`config.mk`:
```
export PLATFORM = sky130hd
export DESIGN_NAME = mem_access_unit
export DESIGN_NICKNAME = d
export VERILOG_FILES = /design/src/rtl/mem_access_unit.sv
export SDC_FILE = /design/constraint.sdc
export NUM_CORES = 1
export LEC_CHECK = 0
export ABC_AREA = 1
export CORE_MARGIN = 2
export CORE_UTILIZATION = 35
export DETAILED_ROUTE_END_ITERATION = 10
export HOLD_SLACK_MARGIN = 0.05
export PLACE_DENSITY = 0.69
export SLEW_MARGIN = 20
export SYNTH_ARGS = -nofsm -noshare
export SYNTH_HDL_FRONTEND = slang
export SYNTH_SLANG_ARGS = --single-unit
```
`constraint.sdc`:
```
create_clock -name clk -period 3.3 [get_ports clk]
set_input_delay 0.495 -clock clk [delete_from_list [all_inputs] [get_ports clk]]
set_output_delay 0.495 -clock clk [all_outputs]
set_load 0.05 [all_outputs]
```
`src/rtl/mem_access_unit.sv`:
```
// MEM-stage load/store unit: issues one data-memory bus transaction per load or
// store, stalls the pipeline while it is outstanding and formats returned load data.
module mem_access_unit #(
  parameter int TIMEOUT_CYCLES = 255
) (
  input  logic        clk,
  input  logic        rst,
  input  logic        mem_read_ex_mem,
  input  logic        mem_write_ex_mem,
  input  logic [2:0]  funct3_ex_mem,
  input  logic [31:0] alu_result_ex_mem,
  input  logic [31:0] store_data_ex_mem,
  output logic        dmem_req,
  output logic        dmem_we,
  output logic [31:0] dmem_addr,
  output logic [31:0] dmem_wdata,
  output logic [3:0]  dmem_wstrb,
  input  logic        dmem_ready,
  input  logic [31:0] dmem_rdata,
  output logic [31:0] memdata,
  output logic        stall_mem,
  output logic        misaligned,
  output logic        bus_error
);

  typedef enum logic [1:0] {
    IDLE = 2'd0,
    BUSY = 2'd1,
    DONE = 2'd2
  } state_t;

  localparam logic [7:0] WAIT_LAST = 8'(TIMEOUT_CYCLES - 1);

  state_t      state_reg, state_next;
  logic        req_reg, req_next;
  logic        we_reg, we_next;
  logic [31:0] addr_reg, addr_next;
  logic [31:0] wdata_reg, wdata_next;
  logic [3:0]  wstrb_reg, wstrb_next;
  logic [31:0] memdata_reg, memdata_next;
  logic        mis_reg, mis_next;
  logic        berr_reg, berr_next;
  logic [7:0]  cnt_reg, cnt_next;
  logic [2:0]  f3_reg, f3_next;
  logic [1:0]  off_reg, off_next;

  logic        access;
  logic        is_store;
  logic        legal;
  logic        aligned;
  logic [3:0]  st_wstrb;
  logic [31:0] st_wdata;
  logic [7:0]  ld_byte;
  logic [15:0] ld_half;
  logic [31:0] ld_value;

  // A simultaneous read and write request is handled as a store.
  assign access   = mem_read_ex_mem | mem_write_ex_mem;
  assign is_store = mem_write_ex_mem;

  always_comb begin
    legal = 1'b0;
    case (funct3_ex_mem)
      3'd0, 3'd1, 3'd2: legal = 1'b1;
      3'd4, 3'd5:       legal = ~is_store;
      default:          legal = 1'b0;
    endcase
  end

  always_comb begin
    aligned  = 1'b0;
    st_wstrb = 4'b0000;
    case (funct3_ex_mem[1:0])
      2'd0: begin
        aligned  = 1'b1;
        st_wstrb = 4'b0001 << alu_result_ex_mem[1:0];
      end
      2'd1: begin
        aligned  = ~alu_result_ex_mem[0];
        st_wstrb = alu_result_ex_mem[1] ? 4'b1100 : 4'b0011;
      end
      2'd2: begin
        aligned  = (alu_result_ex_mem[1:0] == 2'b00);
        st_wstrb = 4'b1111;
      end
      default: begin
        aligned  = 1'b0;
        st_wstrb = 4'b0000;
      end
    endcase
  end

  // Store data is replicated across lanes so the strobes alone select the bytes.
  genvar gi;
  generate
    for (gi = 0; gi < 4; gi++) begin : g_lane
      assign st_wdata[8*gi +: 8] =
          (funct3_ex_mem[1:0] == 2'd0) ? store_data_ex_mem[7:0] :
          (funct3_ex_mem[1:0] == 2'd1) ? store_data_ex_mem[8*(gi%2) +: 8] :
                                         store_data_ex_mem[8*gi +: 8];
    end
  endgenerate

  assign ld_byte = dmem_rdata[{off_reg, 3'b000} +: 8];
  assign ld_half = off_reg[1] ? dmem_rdata[31:16] : dmem_rdata[15:0];

  always_comb begin
    case (f3_reg)
      3'd0:    ld_value = {{24{ld_byte[7]}}, ld_byte};
      3'd1:    ld_value = {{16{ld_half[15]}}, ld_half};
      3'd4:    ld_value = {24'd0, ld_byte};
      3'd5:    ld_value = {16'd0, ld_half};
      default: ld_value = dmem_rdata;
    endcase
  end

  always_comb begin
    state_next   = state_reg;
    req_next     = req_reg;
    we_next      = we_reg;
    addr_next    = addr_reg;
    wdata_next   = wdata_reg;
    wstrb_next   = wstrb_reg;
    memdata_next = memdata_reg;
    mis_next     = 1'b0;
    berr_next    = 1'b0;
    cnt_next     = cnt_reg;
    f3_next      = f3_reg;
    off_next     = off_reg;

    case (state_reg)
      IDLE: begin
        if (access) begin
          f3_next  = funct3_ex_mem;
          off_next = alu_result_ex_mem[1:0];
          if (legal && aligned) begin
            req_next   = 1'b1;
            we_next    = is_store;
            addr_next  = {alu_result_ex_mem[31:2], 2'b00};
            wdata_next = is_store ? st_wdata : 32'd0;
            wstrb_next = is_store ? st_wstrb : 4'b0000;
            cnt_next   = 8'd0;
            state_next = BUSY;
          end else begin
            memdata_next = 32'd0;
            mis_next     = 1'b1;
            state_next   = DONE;
          end
        end
      end
      BUSY: begin
        if (dmem_ready) begin
          req_next     = 1'b0;
          memdata_next = we_reg ? 32'd0 : ld_value;
          cnt_next     = 8'd0;
          state_next   = DONE;
        end else if (cnt_reg == WAIT_LAST) begin
          req_next     = 1'b0;
          memdata_next = 32'd0;
          berr_next    = 1'b1;
          cnt_next     = 8'd0;
          state_next   = DONE;
        end else begin
          cnt_next = cnt_reg + 8'd1;
        end
      end
      DONE: begin
        state_next = IDLE;
      end
      default: begin
        state_next = IDLE;
      end
    endcase
  end

  always_ff @(posedge clk) begin
    if (rst) begin
      state_reg   <= IDLE;
      req_reg     <= 1'b0;
      we_reg      <= 1'b0;
      addr_reg    <= 32'd0;
      wdata_reg   <= 32'd0;
      wstrb_reg   <= 4'b0000;
      memdata_reg <= 32'd0;
      mis_reg     <= 1'b0;
      berr_reg    <= 1'b0;
      cnt_reg     <= 8'd0;
      f3_reg      <= 3'd0;
      off_reg     <= 2'd0;
    end else begin
      state_reg   <= state_next;
      req_reg     <= req_next;
      we_reg      <= we_next;
      addr_reg    <= addr_next;
      wdata_reg   <= wdata_next;
      wstrb_reg   <= wstrb_next;
      memdata_reg <= memdata_next;
      mis_reg     <= mis_next;
      berr_reg    <= berr_next;
      cnt_reg     <= cnt_next;
      f3_reg      <= f3_next;
      off_reg     <= off_next;
    end
  end

  // DONE leaves stall low so MEM/WB captures memdata at the end of that cycle.
  assign stall_mem  = ((state_reg == IDLE) && access) || (state_reg == BUSY);
  assign dmem_req   = req_reg;
  assign dmem_we    = we_reg;
  assign dmem_addr  = addr_reg;
  assign dmem_wdata = wdata_reg;
  assign dmem_wstrb = wstrb_reg;
  assign memdata    = memdata_reg;
  assign misaligned = mis_reg;
  assign bus_error  = berr_reg;

endmodule
```
## After elaboration in Yosys (flattened, before gate mapping)

Cells that the tools add are included.

- Output and inout port bits: 105
- Logic and storage cells: 91
- Input port bits: 104
- Flip-flop bits (word level): 117

- Bitwise gates (word level): 6
- Mux-type cells: 36
- Eq/ne operators: 15
- Shift operators: 2
- Add/sub/neg operators: 1
- Reductions and logical operators: 19

Operators by type and width:

| operator | number |
|---|---|
| 32-bit two-way mux | 6 |
| 32-bit case mux with 4 select lines | 1 |
| 8-bit two-way mux | 9 |
| 32-bit case mux with 2 select lines | 1 |
| 32-bit by 6-bit variable part select with 8-bit output | 1 |
| 16-bit two-way mux | 1 |
| 8-bit case mux with 2 select lines | 1 |
| 3-bit == test (second input constant) | 4 |
| 4-bit case mux with 3 select lines | 1 |
| 3-bit OR reduction | 3 |
| 8-bit by 1-bit adder with 8-bit output (second input constant) | 1 |
| 8-bit == test (second input constant) | 1 |
| 2-bit two-way mux | 4 |
| 4-bit two-way mux | 2 |
| 4-bit AND reduction | 2 |
| 3-bit by 1-bit == test with 1-bit output (second input constant) | 2 |
| 2-bit logical NOT | 3 |
| 3-bit logical NOT | 2 |
| 1-bit two-way mux | 6 |
| 2-bit inequality test (second input constant) | 3 |
| 3-bit AND reduction | 2 |
| 1-bit NOT | 5 |
| 2-bit by 1-bit == test with 1-bit output (second input constant) | 2 |
| 1-bit case mux with 2 select lines | 2 |
| 12 further kinds | 14 |

## Logic depth before layout (Yosys ltp)

Gate-level depths: netlist of the first run.

- Depth after elaboration: 7
- Gate-level depth with buffers: 11
- Gate-level depth less buffers: 11

## Worst setup path before layout of the first run

No wires, ideal clock.

- Path kind: input -> register
- Start point: in mem_write_ex_mem
- End point: reg cnt_reg[6]
- Cell stages on the path: 11
- Setup slack: 1.691 ns
- Library setup time: 0.062 ns
- Data arrival time: 1.547 ns
- Data required time: 3.238 ns
- Path through: or2_1 buf_2 nand2_4 nand2_4 nand2_4 inv_4 nand2_4 nand2_4 inv_2 nand2_1 nor2_2

- Cells in the longest elaborated chain, start to end: 5
- Elaborated cells between the ends (all ways): 7
- Classes of those cells: eq/ne (2); mux (1); bitwise (2); reduce/logical (2)

RTL lines:

| item | RTL line | source |
|---|---|---|
| from (decl) | 9 | `input logic mem_write_ex_mem,` |
| 1-bit NOT | 65 | `3'd4, 3'd5: legal = ~is_store;` |
| 1-bit case mux with 2 select lines | 63 | `case (funct3_ex_mem)` |
| 1-bit logical AND | 136 | `if (legal && aligned) begin` |
| 2-bit inequality test (no source line) | n/a |  |
| 3-bit AND reduction (no source line) * | n/a |  |
| to (signal assigned) | 200 | `cnt_reg <= cnt_next;` |
| to (decl) | 43 | `logic [7:0] cnt_reg, cnt_next;` |

Mark *: on every way between the ends. The rest lies on a longest branch, timed or not.
A chain may end at the register's enable or synchronous reset.

## Final worst setup path of the first run

- Start point: in mem_write_ex_mem
- End point: out stall_mem

- Cells in the longest elaborated chain, start to end: 3

RTL lines:

| item | RTL line | source |
|---|---|---|
| 1-bit OR | 58 | `assign access = mem_read_ex_mem \| mem_write_ex_mem;` |
| 1-bit logical AND | 207 | `assign stall_mem = ((state_reg == IDLE) && access) \|\| (state_reg == BUSY);` |
| 1-bit logical OR | 207 |  |
| to (decl) | 21 | `output logic stall_mem,` |

No other way between the ends.

==> key figures, run 1 <==
Run status
  • Outcome: finished clean

Global route
  • Initial antenna violation count: 0
  • Vias in the first global route: about 5500
  • Overflow after GRT: 0
  • Gr usage total: 0.215
  • Pin count of the biggest net entering global routing: between 60 and 70
  • First-pass GRT wire length: around 28000 um

STA
  • Setup tns final: 0 ps
  • Final hold slack: about 460 ps
  • Final worst path period share: 0.691
  • Setup violators final: 0
  • PnR worst setup slack: a little over 1000 ps
  • Worst clock skew: 7.64 ps
  • Slew at the pin closest to its max-slew limit: approximately 800 ps
  • Highest achievable clock rate: roughly 0.44 GHz
  • Final-report hold violation count: 0
  • Slew HR: 0.475
  • Min Tclk post-route: approximately 2300 ps
  • Slew Limit Fails: 0
  • RSZ-0062 raised after global routing: no

Detailed routing
  • WL/cell: ~15 um
  • Initial DRC Count: about 430
  • Via count: about 5700
  • Drt via density: 4.84
  • Antenna Nets Post-Route: 0
  • Drt drc: 0
  • TritonRoute pass-1 iters: 5
  • DRT Wirelength: 17900 um

Floorplan
  • Initial Util: 0.359
  • DIE HEIGHT: roughly 130 um
  • Die width: between 100 and 150 um
  • Core Footprint: approximately 0.015 mm2
  • DIE AREA: around 0.017 mm2
  • # rows: 45
  • Ports: approximately 210

Synthesis
  • Most frequent cell after synthesis: nand2_1
  • Syn avg cell area: about 7.0 um2
  • Largest area contributor in the synthesized netlist: dfxtp_1
  • Top post-synthesis cells by count: nand2_1 (262), dfxtp_1 (117), a21oi_1 (114), nor2_1 (54), nand3_1 (52)
  • Synth Warn #: 0
  • Fraction of registers with async set/reset: 0
  • Mapped Cells: just under 800
  • Main flop type after synthesis: dfxtp_1
  • Yosys cell types: 34
  • Number of flops mapped to enable cells by yosys: 0
  • Top cells by area, synth: dfxtp_1 (43%), nand2_1 (18%), a21oi_1 (10%), nand3_1 (4.8%), nor2_1 (3.7%)
  • Synth top area share: 0.428
  • Yosys reg bits: about 120
  • Post-synthesis instance area: around 0.0055 mm2
  • Seq/Total Area, Yosys: 0.428

CTS
  • CTS tree: yes
  • Clock root buffer: clkbuf_16
  • Clk sink count: around 120
  • Reg clk slew, reported paths: 50 ps
  • Post-CTS setup buffers: 0
  • Bufs on Longest Clock Path: 2
  • CTS resizes: 0
  • CTS HTree Levels: 4
  • CTS Hold Bufs: 0
  • Clock Latency Late Sink: around 400 ps
  • CTS Buf Count: 17

Worst setup path
  • Max FO, Critical Path: 12
  • CP Class: primary input to output port
  • R2R Path End: memdata[15]$_SDFFE_PP0P_
  • Worst Path Arrival: 1790 ps
  • Reg2Reg Setup Slack: between 1000 and 1500 ps
  • Reg2Reg Depth: 11
  • Crit path launch type: primary input
  • Critical Path RT: roughly 2800 ps
  • Critical Path End Type: output port
  • Reg2reg start: off_reg[1]$_SDFFE_PP0P_

Min path
  • WHS Path Cells: 2
  • Hold Path End: dmem_wdata[22]$_SDFFE_PP0P_
  • Worst Hold Class: flop to flop
  • Hold path startpoint: dmem_wdata[22]$_SDFFE_PP0P_

Finish
  • Area grow syn2layout: 49.9%
  • Layout cell share with drive strength beyond 1: 0.0830
  • Nets: roughly 1100
  • Diodes inserted: 0

Place
  • Pre-CTS setup slack: approximately 630 ps
  • GP Congestion: roughly 0.82
  • Dpl hpwl: 12400 um
  • I/O Buffers: ~200

Power
  • Peak supply drop: 350 uV
  • Pwr Density: between 500 and 600 mW/mm2
  • Leak: about 3.1 nW

Run
  • Max Cap Viol: 0
## final cells by class
class	instances	area (um2)
clock buffer	21	470
clock inverter	9	128
fill	1491	7050
inverter	38	145
multi-input combinational	577	2700
sequential	117	2340
tap	211	264
timing repair buffer	214	2150
## metrics by stage
stage	area [um2]	util	cells	total power, W
global placement	7610	0.499	1157	0.00251
finish	8210	0.538	1187	0.00437
CTS	8210	0.538	1187	0.00441
detailed placement	7610	0.499	1157	0.00252
global route	8210	0.538	1187	0.00455
floorplan	5480	-	783	0.00218
## worst max path at each step
stage / startpoint / to
after floorplan: mem_write_ex_mem / cnt_reg[6]$_SDFFE_PP0P_
after global placement: funct3_ex_mem[0] / dmem_wdata[4]$_SDFFE_PP0P_
after detailed placement: funct3_ex_mem[0] / dmem_wdata[3]$_SDFFE_PP0P_
after CTS: mem_write_ex_mem / stall_mem
after global routing: funct3_ex_mem[0] / dmem_wdata[3]$_SDFFE_PP0P_
final: mem_write_ex_mem / stall_mem
## layout by cell type (no fill, tap or decap), types with 2 or more instances in the layout
cell,instances
a21oi_2,10
nor4_1,2
o21ai_0,29
inv_1,34
buf_4,7
inv_2,3
buf_12,3
nor2_1,54
nand2_1,262
dfxtp_1,117
conb_1,2
clkbuf_8,3
clkinvlp_4,3
clkdlybuf4s50_1,204
ha_1,2
nand4_1,3
nor3_1,4
clkbuf_16,17
nand2_2,12
nand2_4,7
clkinv_2,3
nor2_2,4
bufinv_16,3
nand3_1,52
a21oi_1,114
xor2_1,2
o211ai_1,9
## cells by family (layout without fill, tap and decap cells)
kind of cell             after synthesis  in the layout  synth area share
AO/OA/AOI/OAI                        165            165             0.166
XOR/XNOR                               2              2           0.00320
adder cells (fa/ha/maj)                2              2           0.00457
buffers and inverters                 89            282            0.0793
flip-flops                           117            117             0.428
other                                  1              2          0.000685
AND/OR/NAND/NOR                      406            406             0.319
## layer usage
layer	global-route usage	vias up	wire, um
li1	-	2888	-
met1	0.255	2619	7530
met4	0.0671	0	242
met3	0.0970	19	1890
met2	0.350	223	8230
met5	0	-	0
## report_power, final
group	leakage [nW]	switching, W	internal [W]
clock network	0.287	0.000650	0.00123
registers	0.950	0.0000457	0.00148
logic	1.89	0.000619	0.000341
## critical path: stages
cell and delay, ps:
clkdlybuf4s50_1 470, or2_1 360, nand2_4 170, nand2_4 110, buf_12 160
Power figures use the tool's default switching activity.
==> run 2: changes to the inputs <==
Clock period 3.3 ns to 2.1 ns, I/O delays scaled along.
==> run 2 against run 1 <==
Global-route usage is 0.14 points lower. Die area unchanged. Non-clock buffer count is 13 higher. Power up 53%. Core utilization increased by 0.60 points. Cell area increased by 1.1%. Clock power up 45%.
==> key figures, run 2 (synthesis gave the netlist of run 1 again) <==
Global route
  • Pin count of the biggest net entering global routing: 70 (was 69)
  • Initial antenna violation count: 0 (unchanged)
  • Overflow after GRT: 0 (unchanged)
  • First-pass GRT wire length: 27900 um (was 28100 um)
  • Gr usage total: 0.214 (was 0.215)
  • Vias in the first global route: 5645 (was 5548)

Detailed routing
  • TritonRoute pass-1 iters: 7 (was 5)
  • Via count: 5826 (was 5749)
  • Drt via density: 4.86 (was 4.84)
  • Initial DRC Count: 315 (was 427)
  • DRT Wirelength: 17600 um (was 17900 um)
  • Drt drc: 0 (unchanged)
  • Antenna Nets Post-Route: 0 (unchanged)
  • WL/cell: 14.7 um (was 15.1 um)

STA
  • Setup tns final: 0 ps (unchanged)
  • Worst clock skew: 8.08 ps (was 7.64 ps)
  • Final-report hold violation count: 0 (unchanged)
  • Setup violators final: 0 (unchanged)
  • Slew Limit Fails: 0 (unchanged)
  • Highest achievable clock rate: between 0.5 and 0.6 GHz
  • Final hold slack: 341 ps (was 459 ps)
  • RSZ-0062 raised after global routing: no (unchanged)
  • Min Tclk post-route: 1960 ps
  • Slew HR: 0.604 (was 0.475)
  • Final worst path period share: 0.934
  • Slew at the pin closest to its max-slew limit: 592 ps (was 786 ps)

Worst setup path
  • Reg2Reg Setup Slack: 380 ps (was 1270 ps)
  • Slowest CP cell: clkdlybuf4s50_1 (unchanged)
  • Slowest cell delay on critical path: 880 ps (was 470 ps)
  • WP buf/inv: 1 (was 2)
  • Max FO, Critical Path: 2 (was 12)
  • Crit path max-delay family: buffers and inverters (was simple AND/OR/NAND/NOR gates)
  • Worst Path Arrival: 1650 ps (was 1790 ps)
  • Critical Path End Type: output port (unchanged)
  • CP Class: flop to output port (was primary input to output port)
  • Cells along the critical path: clkdlybuf4s50_1 (was clkdlybuf4s50_1 -> or2_1 -> nand2_4 -> nand2_4 -> buf_12)
  • Critical Path RT: 1780 ps (was 2800 ps)
  • Crit path launch type: flop (was primary input)

CTS
  • CTS tree: yes (unchanged)
  • Post-CTS setup buffers: 0 (unchanged)
  • CTS Hold Bufs: 0 (unchanged)
  • Clock root buffer: clkbuf_16 (unchanged)
  • Clk sink count: 117 (unchanged)
  • CTS HTree Levels: 4 (unchanged)
  • Reg clk slew, reported paths: 50 ps (about the same)
  • Clock Latency Late Sink: 410 ps (about the same)
  • CTS resizes: 0 (unchanged)
  • Bufs on Longest Clock Path: 2 (unchanged)
  • CTS Buf Count: 17 (unchanged)

Floorplan
  • Core Footprint: 0.0153 mm2 (unchanged)
  • Initial Util: 0.359 (unchanged)
  • Ports: 209 (unchanged)
  • Die width: 129 um (unchanged)
  • DIE HEIGHT: 129 um (unchanged)
  • # rows: 45 (unchanged)
  • DIE AREA: 0.0167 mm2 (unchanged)

Place
  • GP Congestion: 0.843 (was 0.818)
  • Dpl hpwl: 12500 um (was 12400 um)
  • I/O Buffers: 206 (unchanged)

Finish
  • Area grow syn2layout: 51.6% (was 49.9%)
  • Number of fill cells: 1500 (was 1491)
  • Diodes inserted: 0 (unchanged)
  • Final core occ: 0.544 (was 0.538)
  • Layout cell share with drive strength beyond 1: 0.0922 (was 0.0830)
  • Commonest non-fill, non-tap cells in the layout: nand2_1 (262), clkdlybuf4s50_1 (203), dfxtp_1 (117), a21oi_1 (114), nor2_1 (54) (was nand2_1 (262), clkdlybuf4s50_1 (204), dfxtp_1 (117), a21oi_1 (114), nor2_1 (54))
  • Nets: 1084 (was 1071)
  • Most common cell after layout, fill and taps aside: nand2_1 (unchanged)

Run status
  • Outcome: finished clean (unchanged)

Power
  • Comb pwr share: 0.233 (was 0.220)
  • Peak supply drop: 526 uV (was 350 uV)
  • Pwr Total: 0.00668 W (was 0.00437 W)
  • Clock power share: 0.408 (was 0.431)
  • Pwr Density: 806 mW/mm2 (was 533 mW/mm2)
  • P_sw: 0.00201 W (was 0.00132 W)
  • Switching portion of total power: 0.300 (was 0.301)
  • Seq pwr share: 0.360 (was 0.350)
  • Leak: 3.19 nW (was 3.13 nW)
  • Internal power: 0.00468 W (was 0.00306 W)

Run
  • Max Cap Viol: 0 (unchanged)

Min path
  • Worst Hold Class: primary input to flop (was flop to flop)
[run 2: layer usage]
layer / wire (um) / up-vias / track usage
met4: 250 / 0 / 0.0735
met3: 1860 / 22 / 0.0912
met1: 7390 / 2656 / 0.250
li1: - / 2917 / -
met2: 8130 / 231 / 0.353
met5: 0 / - / 0
[run 2: power by group through the flow]
stage / Clock (W) / Combinational, W / Sequential [W]
2_1_floorplan: 0 / 0.000704 / 0.00273
3_3_place_gp: 0 / 0.00155 / 0.00245
3_5_place_dp: 0 / 0.00156 / 0.00245
4_1_cts: 0.00279 / 0.00157 / 0.00240
5_1_grt: 0.00289 / 0.00168 / 0.00241
6_report: 0.00273 / 0.00155 / 0.00240
[run 2: layout make-up]
class | instances | area, um2 | area share
multi-input cells | 577 | 2700 | 0.326
flip-flops and latches | 117 | 2340 | 0.282
repair buffers | 227 | 2300 | 0.277
clock buffers | 22 | 464 | 0.0559
well taps | 211 | 264 | 0.0318
inverters | 38 | 145 | 0.0175
clock inverters | 6 | 80.1 | 0.00965
[run 2: worst paths after layout]
| check | startpoint | to | depth (start not counted) |
|---|---|---|---|
| worst min-delay path | rst | state_reg[1]$_SDFFE_PP0P_ | 2 |
| worst min register to register | dmem_addr[7]$_SDFFE_PP0P_ | dmem_addr[7]$_SDFFE_PP0P_ | 2 |
| worst max-delay path | dmem_wdata[27]$_SDFFE_PP0P_ | dmem_wdata[27] | 1 |
| worst max register to register | off_reg[1]$_SDFFE_PP0P_ | memdata[10]$_SDFFE_PP0P_ | 10 |
[run 2: per-stage QoR]
step                std cells  area [um2]  worst slack [ps]
finish                   1198        8300               138
global placement         1170        7750              92.1
CTS                      1198        8300               101
floorplan                 783        5480               616
detailed placement       1170        7750              78.4
global route             1198        8300              83.8
==> run 3: changes to the inputs <==
Settings changed: CORE_MARGIN 2 to 5, CORE_UTILIZATION 35 to 44, PLACE_DENSITY 0.69 to 0.83.
==> run 3 against run 2 <==
Register-to-register slack got worse by 30 ps. Power up 0.85%. Global-route usage up 2.6 points. First-iteration DRC count up 39%. Critical path depth unchanged. Final cell count is 3.5% lower. Count of clock-buffer cells in the layout fell by 1. Worst hold slack got worse by 3.7 ps.
==> key figures, run 3 (synthesis gave the netlist of run 1 again) <==
Worst setup path
  • Cells along the critical path: clkdlybuf4s50_1 (unchanged)
  • WP buf/inv: 1 (unchanged)
  • Crit path max-delay family: buffers and inverters (unchanged)
  • Crit path launch type: flop (unchanged)
  • Critical Path RT: 1780 ps (about the same)
  • Critical Path End Type: output port (unchanged)
  • Slowest cell delay on critical path: 850 ps (was 880 ps)
  • Slowest CP cell: clkdlybuf4s50_1 (unchanged)
  • Worst Path Arrival: 1620 ps (was 1650 ps)
  • Max FO, Critical Path: 2 (unchanged)
  • CP Class: flop to output port (unchanged)

Power
  • Leak: 3.19 nW (about the same)
  • Comb pwr share: 0.230 (was 0.233)
  • Internal power: 0.00468 W (about the same)
  • P_sw: 0.00206 W (was 0.00201 W)
  • Clock power share: 0.414 (was 0.408)
  • Seq pwr share: 0.356 (was 0.360)
  • Pwr Density: 819 mW/mm2 (was 806 mW/mm2)
  • Peak supply drop: 479 uV (was 526 uV)
  • Switching portion of total power: 0.305 (was 0.300)

Floorplan
  • Die width: 122 um (was 129 um)
  • Core Footprint: 0.0121 mm2 (was 0.0153 mm2)
  • DIE HEIGHT: 122 um (was 129 um)
  • DIE AREA: 0.0148 mm2 (was 0.0167 mm2)
  • # rows: 40 (was 45)
  • Ports: 209 (unchanged)
  • Initial Util: 0.452 (was 0.359)

STA
  • RSZ-0062 raised after global routing: no (unchanged)
  • Setup tns final: 0 ps (unchanged)
  • Min Tclk post-route: 1930 ps (was 1960 ps)
  • Final worst path period share: 0.920 (was 0.934)
  • Slew HR: 0.601 (was 0.604)
  • Final-report hold violation count: 0 (unchanged)
  • Slew at the pin closest to its max-slew limit: 596 ps (was 592 ps)
  • Highest achievable clock rate: 0.518 GHz (was 0.510 GHz)
  • Worst clock skew: 6.90 ps (was 8.08 ps)
  • Setup violators final: 0 (unchanged)
  • Final hold slack: 337 ps (was 341 ps)
  • PnR worst setup slack: 168 ps (was 138 ps)
  • Slew Limit Fails: 0 (unchanged)

Min path
  • Worst Hold Class: primary input to flop (unchanged)

Global route
  • Gr usage total: 0.240 (was 0.214)
  • Initial antenna violation count: 0 (unchanged)
  • First-pass GRT wire length: 28200 um (was 27900 um)
  • Vias in the first global route: 5765 (was 5645)
  • Overflow after GRT: 0 (unchanged)
  • Pin count of the biggest net entering global routing: 58 (was 70)

Finish
  • Layout cell share with drive strength beyond 1: 0.0962 (was 0.0922)
  • Non-filler cells, final: 1156 (was 1198)
  • Final core occ: 0.679 (was 0.544)
  • Area grow syn2layout: 50.3% (was 51.6%)
  • Commonest non-fill, non-tap cells in the layout: nand2_1 (262), clkdlybuf4s50_1 (201), dfxtp_1 (117), a21oi_1 (114), nor2_1 (54) (was nand2_1 (262), clkdlybuf4s50_1 (203), dfxtp_1 (117), a21oi_1 (114), nor2_1 (54))
  • Most common cell after layout, fill and taps aside: nand2_1 (unchanged)
  • Nets: 1081 (was 1084)
  • Diodes inserted: 0 (unchanged)

Detailed routing
  • Drt via density: 5.06 (was 4.86)
  • TritonRoute pass-1 iters: 6 (was 7)
  • Drt drc: 0 (unchanged)
  • WL/cell: 15.4 um (was 14.7 um)
  • Antenna Nets Post-Route: 0 (unchanged)
  • DRT Wirelength: 17800 um (was 17600 um)
  • Initial DRC Count: 438 (was 315)
  • Via count: 5855 (was 5826)

CTS
  • Reg clk slew, reported paths: 60 ps (was 50 ps)
  • CTS Buf Count: 17 (unchanged)
  • Clock root buffer: clkbuf_16 (unchanged)
  • Bufs on Longest Clock Path: 2 (unchanged)
  • CTS resizes: 0 (unchanged)
  • CTS tree: yes (unchanged)
  • CTS HTree Levels: 4 (unchanged)
  • Post-CTS setup buffers: 0 (unchanged)
  • Clock Latency Late Sink: 420 ps (was 410 ps)
  • CTS Hold Bufs: 0 (unchanged)
  • Clk sink count: 117 (unchanged)

Place
  • I/O Buffers: 206 (unchanged)
  • GP Congestion: 0.911 (was 0.843)
  • Pre-CTS setup slack: 85.6 ps (was 78.4 ps)
  • Dpl hpwl: 12700 um (was 12500 um)
  • DP Cell Count: 1124 (was 1170)

Run status
  • Outcome: finished clean (unchanged)

Run
  • Max Cap Viol: 0 (unchanged)
-- run 3: cell count changes in the layout (fill, tap and decap cells not counted) --
cell / delta
clkdlybuf4s50_1: -2
buf_12: -1
clkinv_2: +4
clkinvlp_4: +1
clkbuf_1: -1
-- run 3: metrics by stage --
step / total power (W) / instance area (um2)
4_1_cts: 0.00678 / 8230
3_3_place_gp: 0.00397 / 7660
6_report: 0.00674 / 8230
2_1_floorplan: 0.00343 / 5480
5_1_grt: 0.00701 / 8230
3_5_place_dp: 0.00398 / 7660
-- run 3: cell type report --
class	instances	area (um2)
Fill cell	1040	3880
Sequential cell	117	2340
Tap cell	168	210
Timing Repair Buffer	224	2260
Multi-Input combinational cell	577	2700
Inverter	38	145
Clock inverter	11	108
Clock buffer	21	460
-- run 3: path summary, 6_finish.rpt --
| path | end | cells past startpoint | startpoint | slack [ps] |
|---|---|---|---|---|
| max | dmem_wdata[21] | 1 | dmem_wdata[21]$_SDFFE_PP0P_ | 170 |
| min | state_reg[1]$_SDFFE_PP0P_ | 2 | rst | 340 |
| max reg2reg | memdata[10]$_SDFFE_PP0P_ | 10 | off_reg[1]$_SDFFE_PP0P_ | 350 |
| min reg2reg | dmem_req$_SDFFE_PP0P_ | 2 | dmem_req$_SDFFE_PP0P_ | 460 |
-- run 3: power by group through the flow --
stage / combinational [W] / clock, W / sequential (W)
after floorplan: 0.000704 / 0 / 0.00273
after global placement: 0.00153 / 0 / 0.00244
after detailed placement: 0.00154 / 0 / 0.00244
after CTS: 0.00155 / 0.00283 / 0.00240
after global routing: 0.00167 / 0.00293 / 0.00241
final: 0.00155 / 0.00279 / 0.00240
-- run 3: per-layer routing --
layer / vias to the layer above / part of all wire / wire (um) / track usage
met5: - / 0 / 0 / 0
met4: 0 / 0.019 / 342 / 0.0959
met3: 33 / 0.12 / 2210 / 0.114
met2: 270 / 0.47 / 8320 / 0.397
met1: 2637 / 0.39 / 6910 / 0.267
li1: 2915 / - / - / -
